### config.mk
export PLATFORM = sky130hd
export DESIGN_NAME = fetch_queue_stage
export DESIGN_NICKNAME = d
export VERILOG_FILES = /design/src/rtl/fetch_queue_stage_pkg.sv /design/src/rtl/fetch_entry_fifo.sv /design/src/rtl/fetch_queue_stage.sv
export SDC_FILE = /design/constraint.sdc
export NUM_CORES = 1
export LEC_CHECK = 0
export ABC_AREA = 1
export BUFFER_PORTS_ARGS = -buffer_cell sky130_fd_sc_hd__buf_2
export CAP_MARGIN = 20
export CORE_MARGIN = 1
export CORE_UTILIZATION = 40
export CTS_CLUSTER_SIZE = 10
export DETAILED_ROUTE_END_ITERATION = 16
export GPL_TIMING_DRIVEN = 1
export PLACE_DENSITY_LB_ADDON = 0.3
export SYNTH_ARGS = -nofsm -noshare
export SYNTH_HDL_FRONTEND = slang
export SYNTH_SLANG_ARGS = --single-unit
### constraint.sdc
create_clock -name clk -period 10.1 [get_ports clk]
set_input_delay 2.02 -clock clk [delete_from_list [all_inputs] [get_ports clk]]
set_output_delay 2.02 -clock clk [all_outputs]
set_load 0.05 [all_outputs]
### src/rtl/fetch_queue_stage_pkg.sv
// Shared pipeline types for the queued fetch stage.
package fetch_queue_stage_pkg;

  localparam int unsigned AddrWidth  = 32;
  localparam int unsigned InstrWidth = 32;

  typedef logic                  clock_t;
  typedef logic                  bool_t;
  typedef logic [AddrWidth-1:0]  addr_t;
  typedef logic [InstrWidth-1:0] instr_t;

  // Canonical no-op (addi x0, x0, 0) shown to decode when nothing is valid.
  localparam instr_t NOP = 32'h0000_0013;

  typedef struct packed {
    instr_t instr;
    addr_t  next_address;
  } fetch_entry_t;

endpackage

### src/rtl/fetch_entry_fifo.sv
// Power-of-two synchronous FIFO of fetch entries with synchronous clear.
module fetch_entry_fifo
  import fetch_queue_stage_pkg::*;
#(
  parameter int unsigned DEPTH = 4
) (
  input  clock_t                   clk,
  input  logic                     reset_n,
  input  logic                     clear,
  input  logic                     push,
  input  fetch_entry_t             push_data,
  input  logic                     pop,
  output fetch_entry_t             head,
  output logic [$clog2(DEPTH):0]   count
);

  localparam int unsigned PtrW = $clog2(DEPTH);
  localparam int unsigned CntW = PtrW + 1;

  fetch_entry_t          mem_q [DEPTH];
  logic [PtrW-1:0]       rd_ptr_q, rd_ptr_d;
  logic [PtrW-1:0]       wr_ptr_q, wr_ptr_d;
  logic [CntW-1:0]       count_q, count_d;

  always_comb begin
    rd_ptr_d = rd_ptr_q;
    wr_ptr_d = wr_ptr_q;
    count_d  = count_q;
    if (clear) begin
      rd_ptr_d = '0;
      wr_ptr_d = '0;
      count_d  = '0;
    end else begin
      if (push) wr_ptr_d = wr_ptr_q + PtrW'(1);
      if (pop)  rd_ptr_d = rd_ptr_q + PtrW'(1);
      count_d = count_q + CntW'(push) - CntW'(pop);
    end
  end

  always_ff @(posedge clk or negedge reset_n) begin
    if (!reset_n) begin
      rd_ptr_q <= '0;
      wr_ptr_q <= '0;
      count_q  <= '0;
    end else begin
      rd_ptr_q <= rd_ptr_d;
      wr_ptr_q <= wr_ptr_d;
      count_q  <= count_d;
    end
  end

  // When full, push and pop hit the same slot; the head is read before the write lands.
  always_ff @(posedge clk) begin
    if (push && !clear) begin
      mem_q[wr_ptr_q] <= push_data;
    end
  end

  assign head  = mem_q[rd_ptr_q];
  assign count = count_q;

endmodule

### src/rtl/fetch_queue_stage.sv
// Fetch stage with PC, credit-limited memory requests and a decode-facing entry queue.
// Optional same-cycle response bypass enabled by defining FETCH_QUEUE_BYPASS_EN.
module fetch_queue_stage
  import fetch_queue_stage_pkg::*;
#(
  parameter int unsigned DEPTH           = 4,
  parameter int unsigned MAX_OUTSTANDING = 2,
  parameter addr_t       RESET_VECTOR    = '0,
  parameter addr_t       ADDR_STEP       = addr_t'(4)
) (
  input  clock_t clk,
  input  logic   reset_n,
  input  logic   jump_enable,
  input  addr_t  jump_address,
  output logic   mem_req_valid,
  input  logic   mem_req_ready,
  output addr_t  mem_req_address,
  input  logic   mem_resp_valid,
  input  instr_t mem_resp_instr,
  output logic   out_valid,
  input  logic   out_ready,
  output instr_t instruction_out,
  output addr_t  next_address_out
);

  localparam int unsigned CntW = $clog2(DEPTH) + 1;
  typedef logic [CntW-1:0] cnt_t;

  addr_t pc_q, pc_d;
  addr_t resp_pc_q, resp_pc_d;
  cnt_t  outstanding_q, outstanding_d;
  cnt_t  drop_q, drop_d;

  cnt_t         count;
  fetch_entry_t head;
  fetch_entry_t push_data;
  bool_t        push, pop, fire, resp_keep, resp_drop, bypass;

  // Credits cover queue slots already promised to in-flight requests.
  assign mem_req_valid = reset_n & !jump_enable
                       & (int'(outstanding_q) < int'(MAX_OUTSTANDING))
                       & ((int'(count) + int'(outstanding_q)) < int'(DEPTH));
  assign mem_req_address = pc_q;
  assign fire            = mem_req_valid & mem_req_ready;

  assign resp_keep = mem_resp_valid & (drop_q == '0);
  assign resp_drop = mem_resp_valid & (drop_q != '0);

`ifdef FETCH_QUEUE_BYPASS_EN
  assign bypass = reset_n & resp_keep & (count == '0) & !jump_enable;
`else
  assign bypass = 1'b0;
`endif

  assign push_data = '{instr: mem_resp_instr, next_address: resp_pc_q + ADDR_STEP};

  always_comb begin
    out_valid        = 1'b0;
    instruction_out  = NOP;
    next_address_out = '0;
    if (bypass) begin
      out_valid        = 1'b1;
      instruction_out  = push_data.instr;
      next_address_out = push_data.next_address;
    end else if ((count != '0) && !jump_enable) begin
      out_valid        = 1'b1;
      instruction_out  = head.instr;
      next_address_out = head.next_address;
    end
  end

  assign push = resp_keep & !jump_enable & !(bypass & out_ready);
  assign pop  = !bypass & out_valid & out_ready;

  always_comb begin
    pc_d          = pc_q;
    resp_pc_d     = resp_pc_q;
    outstanding_d = outstanding_q;
    drop_d        = drop_q;
    if (jump_enable) begin
      pc_d          = jump_address;
      resp_pc_d     = jump_address;
      // Everything still in flight after this cycle belongs to the old stream.
      outstanding_d = outstanding_q - cnt_t'(mem_resp_valid);
      drop_d        = outstanding_q - cnt_t'(mem_resp_valid);
    end else begin
      if (fire)      pc_d      = pc_q + ADDR_STEP;
      if (resp_keep) resp_pc_d = resp_pc_q + ADDR_STEP;
      outstanding_d = outstanding_q + cnt_t'(fire) - cnt_t'(mem_resp_valid);
      drop_d        = drop_q - cnt_t'(resp_drop);
    end
  end

  always_ff @(posedge clk or negedge reset_n) begin
    if (!reset_n) begin
      pc_q          <= RESET_VECTOR;
      resp_pc_q     <= RESET_VECTOR;
      outstanding_q <= '0;
      drop_q        <= '0;
    end else begin
      pc_q          <= pc_d;
      resp_pc_q     <= resp_pc_d;
      outstanding_q <= outstanding_d;
      drop_q        <= drop_d;
    end
  end

  fetch_entry_fifo #(
    .DEPTH (DEPTH)
  ) u_fifo (
    .clk       (clk),
    .reset_n   (reset_n),
    .clear     (jump_enable),
    .push      (push),
    .push_data (push_data),
    .pop       (pop),
    .head      (head),
    .count     (count)
  );

endmodule

==> impl_metrics.csv <==
group,metric,value,unit
routing,viasPerCell,5.06,
synth,synth_most_common_cell,"nor2_1",
sta,setup_violations,0,
synth,ys_warn_count,0,
synth,synthDistinctLibCells,34,
floorplanning,core,37600,um^2
grt,grt_max_degree,97,
synth,synth_top_area_share,0.504,
cells_and_area,regArea,9620,um^2
floorplanning,die_width,197,um
sta,period_minus_slack,6690,ps
clock_tree,cts_tree,"done",
worst_setup_path,max_stage_delay,640,ps
sta,worstMarginPinSlew,900,ps
worst_setup_path,crit_cells,7,
sta,fin_skew,18.1,ps
cells_and_area,layout-drive-gt1-share,0.156,
floorplanning,initial_core_util,0.406,
clock_tree,max-clock-path-buffers,3,
power,p_comb_frac,0.279,
run,cap_violations,0,
synth,synth_ff_type,"edfxtp_1",
grt,antenna_found_initial,0,
worst_setup_path,cp_max_fo,63,
clock_tree,clock-sinks,333,
hold_path,hp-class,"reg -> reg",
floorplanning,die_h,197,um
placed_design,placed_cell_area,16500,um^2
sta,fin_crit_sh,0.663,
worst_setup_path,path_class,"in -> out",
sta,hold_viol,0,
routing,drt_iter0_drc,666,
grt,gr-total-overflow,0,
placed_design,port_buffers,167,
routing,route.detailed.drc,0,
power,p_int,2660,uW
routing,wl_per_cell,17.3,um
worst_setup_path,end_kind,"primary output",
power,p_seq_frac,0.412,
synth,synth_area,15200,um^2
power,ir_drop,0.115,mV
grt,grt_util_all_layers,0.201,
worst_setup_path,critical_path_arrival,4670,ps
power,pwr_density_cell,237,nW/um^2
synth,ys_seq_area_frac,0.631,
cells_and_area,multi_input_area,4980,um^2
hold_path,worstHoldPathCells,2,
clock_tree,cts_buffers,40,
cells_and_area,fillCellCount,3546,
sta,tns,0,ps
synth,synth.area.top_cells,"edfxtp_1 (50%), dfrtp_1 (13%), nor2_1 (8.5%), nand2_1 (7.8%), o21ai_0 (4.9%)",
placed_design,dp.final_hpwl,24800,um
floorplanning,die-area,38900,um^2
status,status,"finished clean",
worst_setup_path,start_kind,"primary input",
sta,rsz0062_at_grt,"false",
worst_setup_path,worst_path_most_repeated_cell,"buf_2",
floorplanning,rows,71,
routing,wirelength,39000,um
placed_design,gp_congestion,0.911,
clock_tree,cts_htree_levels,2,
power,clkPwrFrac,0.309,
worst_setup_path,slowest_stage,"buf_2",
synth,synth_top_cell_by_area,"edfxtp_1",
worst_setup_path,worst-r2r-cell-count,7,
routing,final_antenna_net_count,0,
synth,synth_seq_cells,333,
clock_tree,post_cts_resized,0,
worst_setup_path,crit_required,8080,ps
cells_and_area,final_cell_area,17700,um^2
worst_setup_path,worst-path-buf-inv,5,
sta,relSlewSlack,0.400,
synth,synthArstFlopShare,0.231,
sta,slew_viol_final,0,
power,p_leak,0.00715,uW
cells_and_area,area.growth.synth_to_final,16.2,%
synth,avgSynthCellArea,9.69,um^2
power,power.switching,1540,uW
worst_setup_path,cp_top_family,"buffers and inverters",
clock_tree,cts-hold-fix-buffers,0,
synth,synth_common_cells,"nor2_1 (345), nand2_1 (317), edfxtp_1 (256)",
worst_setup_path,path_cells,"buf_2 > inv_2 > nand2_2 > buf_4 > inv_1 > o311ai_0 > buf_2",
synth,synthCells,1572,
cells_and_area,nNetsFinal,1812,
clock_tree,clkSlewWorstSetupHoldPaths,50,ps
sta,clock.fmax,149,MHz
power,switching_share,0.366,
synth,synth_nets,1661,
grt,grt_pass1_wl,60400,um
clock_tree,insertion_delay,530,ps
synth,synth_edf_count,256,
floorplanning,ios,168,
routing,dr.pass1.iters,6,
grt,grt_pass1_vias,11000,
routing,via_count,11400,
clock_tree,root_buffer,"clkbuf_16",
clock_tree,post_cts_buffers,0,
[final timing paths]
| path | slack, ps | to | start |
|---|---|---|---|
| worst max register to register | 7140 | u_fifo.mem_q[3][63] | drop_q[2] |
| worst min-delay path | 480 | mem_req_address[0] | mem_req_address[0] |
| max in group asynchronous | 7530 | u_fifo.rd_ptr_q[0] | reset_n |
| min in group asynchronous | 1410 | mem_req_address[26] | reset_n |
| worst max-delay path | 3410 | instruction_out[4] | jump_enable |
| worst min register to register | 480 | mem_req_address[0] | mem_req_address[0] |
[layer usage]
layer	track usage	part of all wire	up-vias
met4	0.0557	0.018	0
met1	0.285	0.46	5447
met2	0.319	0.45	364
met5	0	0	-
met3	0.0331	0.069	54
li1	-	-	5550
[flip-flops by register name, indices dropped and copies added (netlist names)]
name             count
u_fifo.mem_q       256
mem_req_address     32
resp_pc_q           32
drop_q               3
outstanding_q        3
u_fifo.count         3
u_fifo.rd_ptr_q      2
u_fifo.wr_ptr_q      2
[metrics by stage]
step	hold slack [ps]	total power, uW	cells	worst slack (ps)	util
6_report	480	4200	2258	3410	0.471
5_1_grt	516	4420	2256	3210	0.471
4_1_cts	484	4240	2256	3430	0.471
3_5_place_dp	470	2930	2192	3440	0.440
3_3_place_gp	460	2910	2192	3570	0.440
2_1_floorplan	476	2600	1572	4270	-
[cell families after synthesis]
group / synth area share
AOI/OAI and AO/OA: 0.0782
xor gates and xnor gates: 0.0158
DFF: 0.631
adders and majority gates: 0.0166
buffers and inverters: 0.0444
and+or+nand+nor: 0.214
[cells in the final DEF, fill, tap and decap left out]
master and instances:
dfrtp_4 1, o21a_1 1, nor2_4 10, clkinv_2 3, clkinv_8 1, dfrtp_1 75
clkbuf_16 43, o211ai_1 4, nor2_2 10, o22ai_1 3, buf_2 166, ha_1 17
buf_4 12, o21bai_1 1, nand3b_1 3, xor2_1 10, nand2_4 1, fa_1 2
a21o_1 1, edfxtp_1 256, nand4_1 10, nand3_2 1, diode_2 2, inv_1 92
a21oi_1 68, clkinv_1 4, nand2_1 316, o21ai_0 148, o311ai_0 3, inv_2 4
nor2_1 340, a31oi_1 2, xor2_2 4, or2_2 6, nand2_2 10, xnor2_1 10
dfrtp_2 1, nand3_1 91, clkbuf_1 15
[tightest hold or removal path, cell delays in order (launching register included)]
cell and delay (ps):
dfrtp_1 340, nand2_1 50, nand2_1 50
[final cells by class]
class | count | share of cell area
inverter | 98 | 0.0209
multi-input combinational | 1072 | 0.281
timing repair buffer | 178 | 0.0520
tap | 511 | 0.0361
clock buffer | 58 | 0.0639
antenna | 2 | 0.000283
clock inverter | 6 | 0.00205
sequential | 333 | 0.543
[power groups by stage]
stage          Combinational, uW  Sequential, uW  Clock, uW
2_1_floorplan                835            1770          0
3_3_place_gp                1160            1750          0
3_5_place_dp                1180            1760          0
4_1_cts                     1180            1730       1330
5_1_grt                     1290            1750       1380
6_report                    1170            1730       1300
Note: power is estimated with default switching activity, not from simulation.
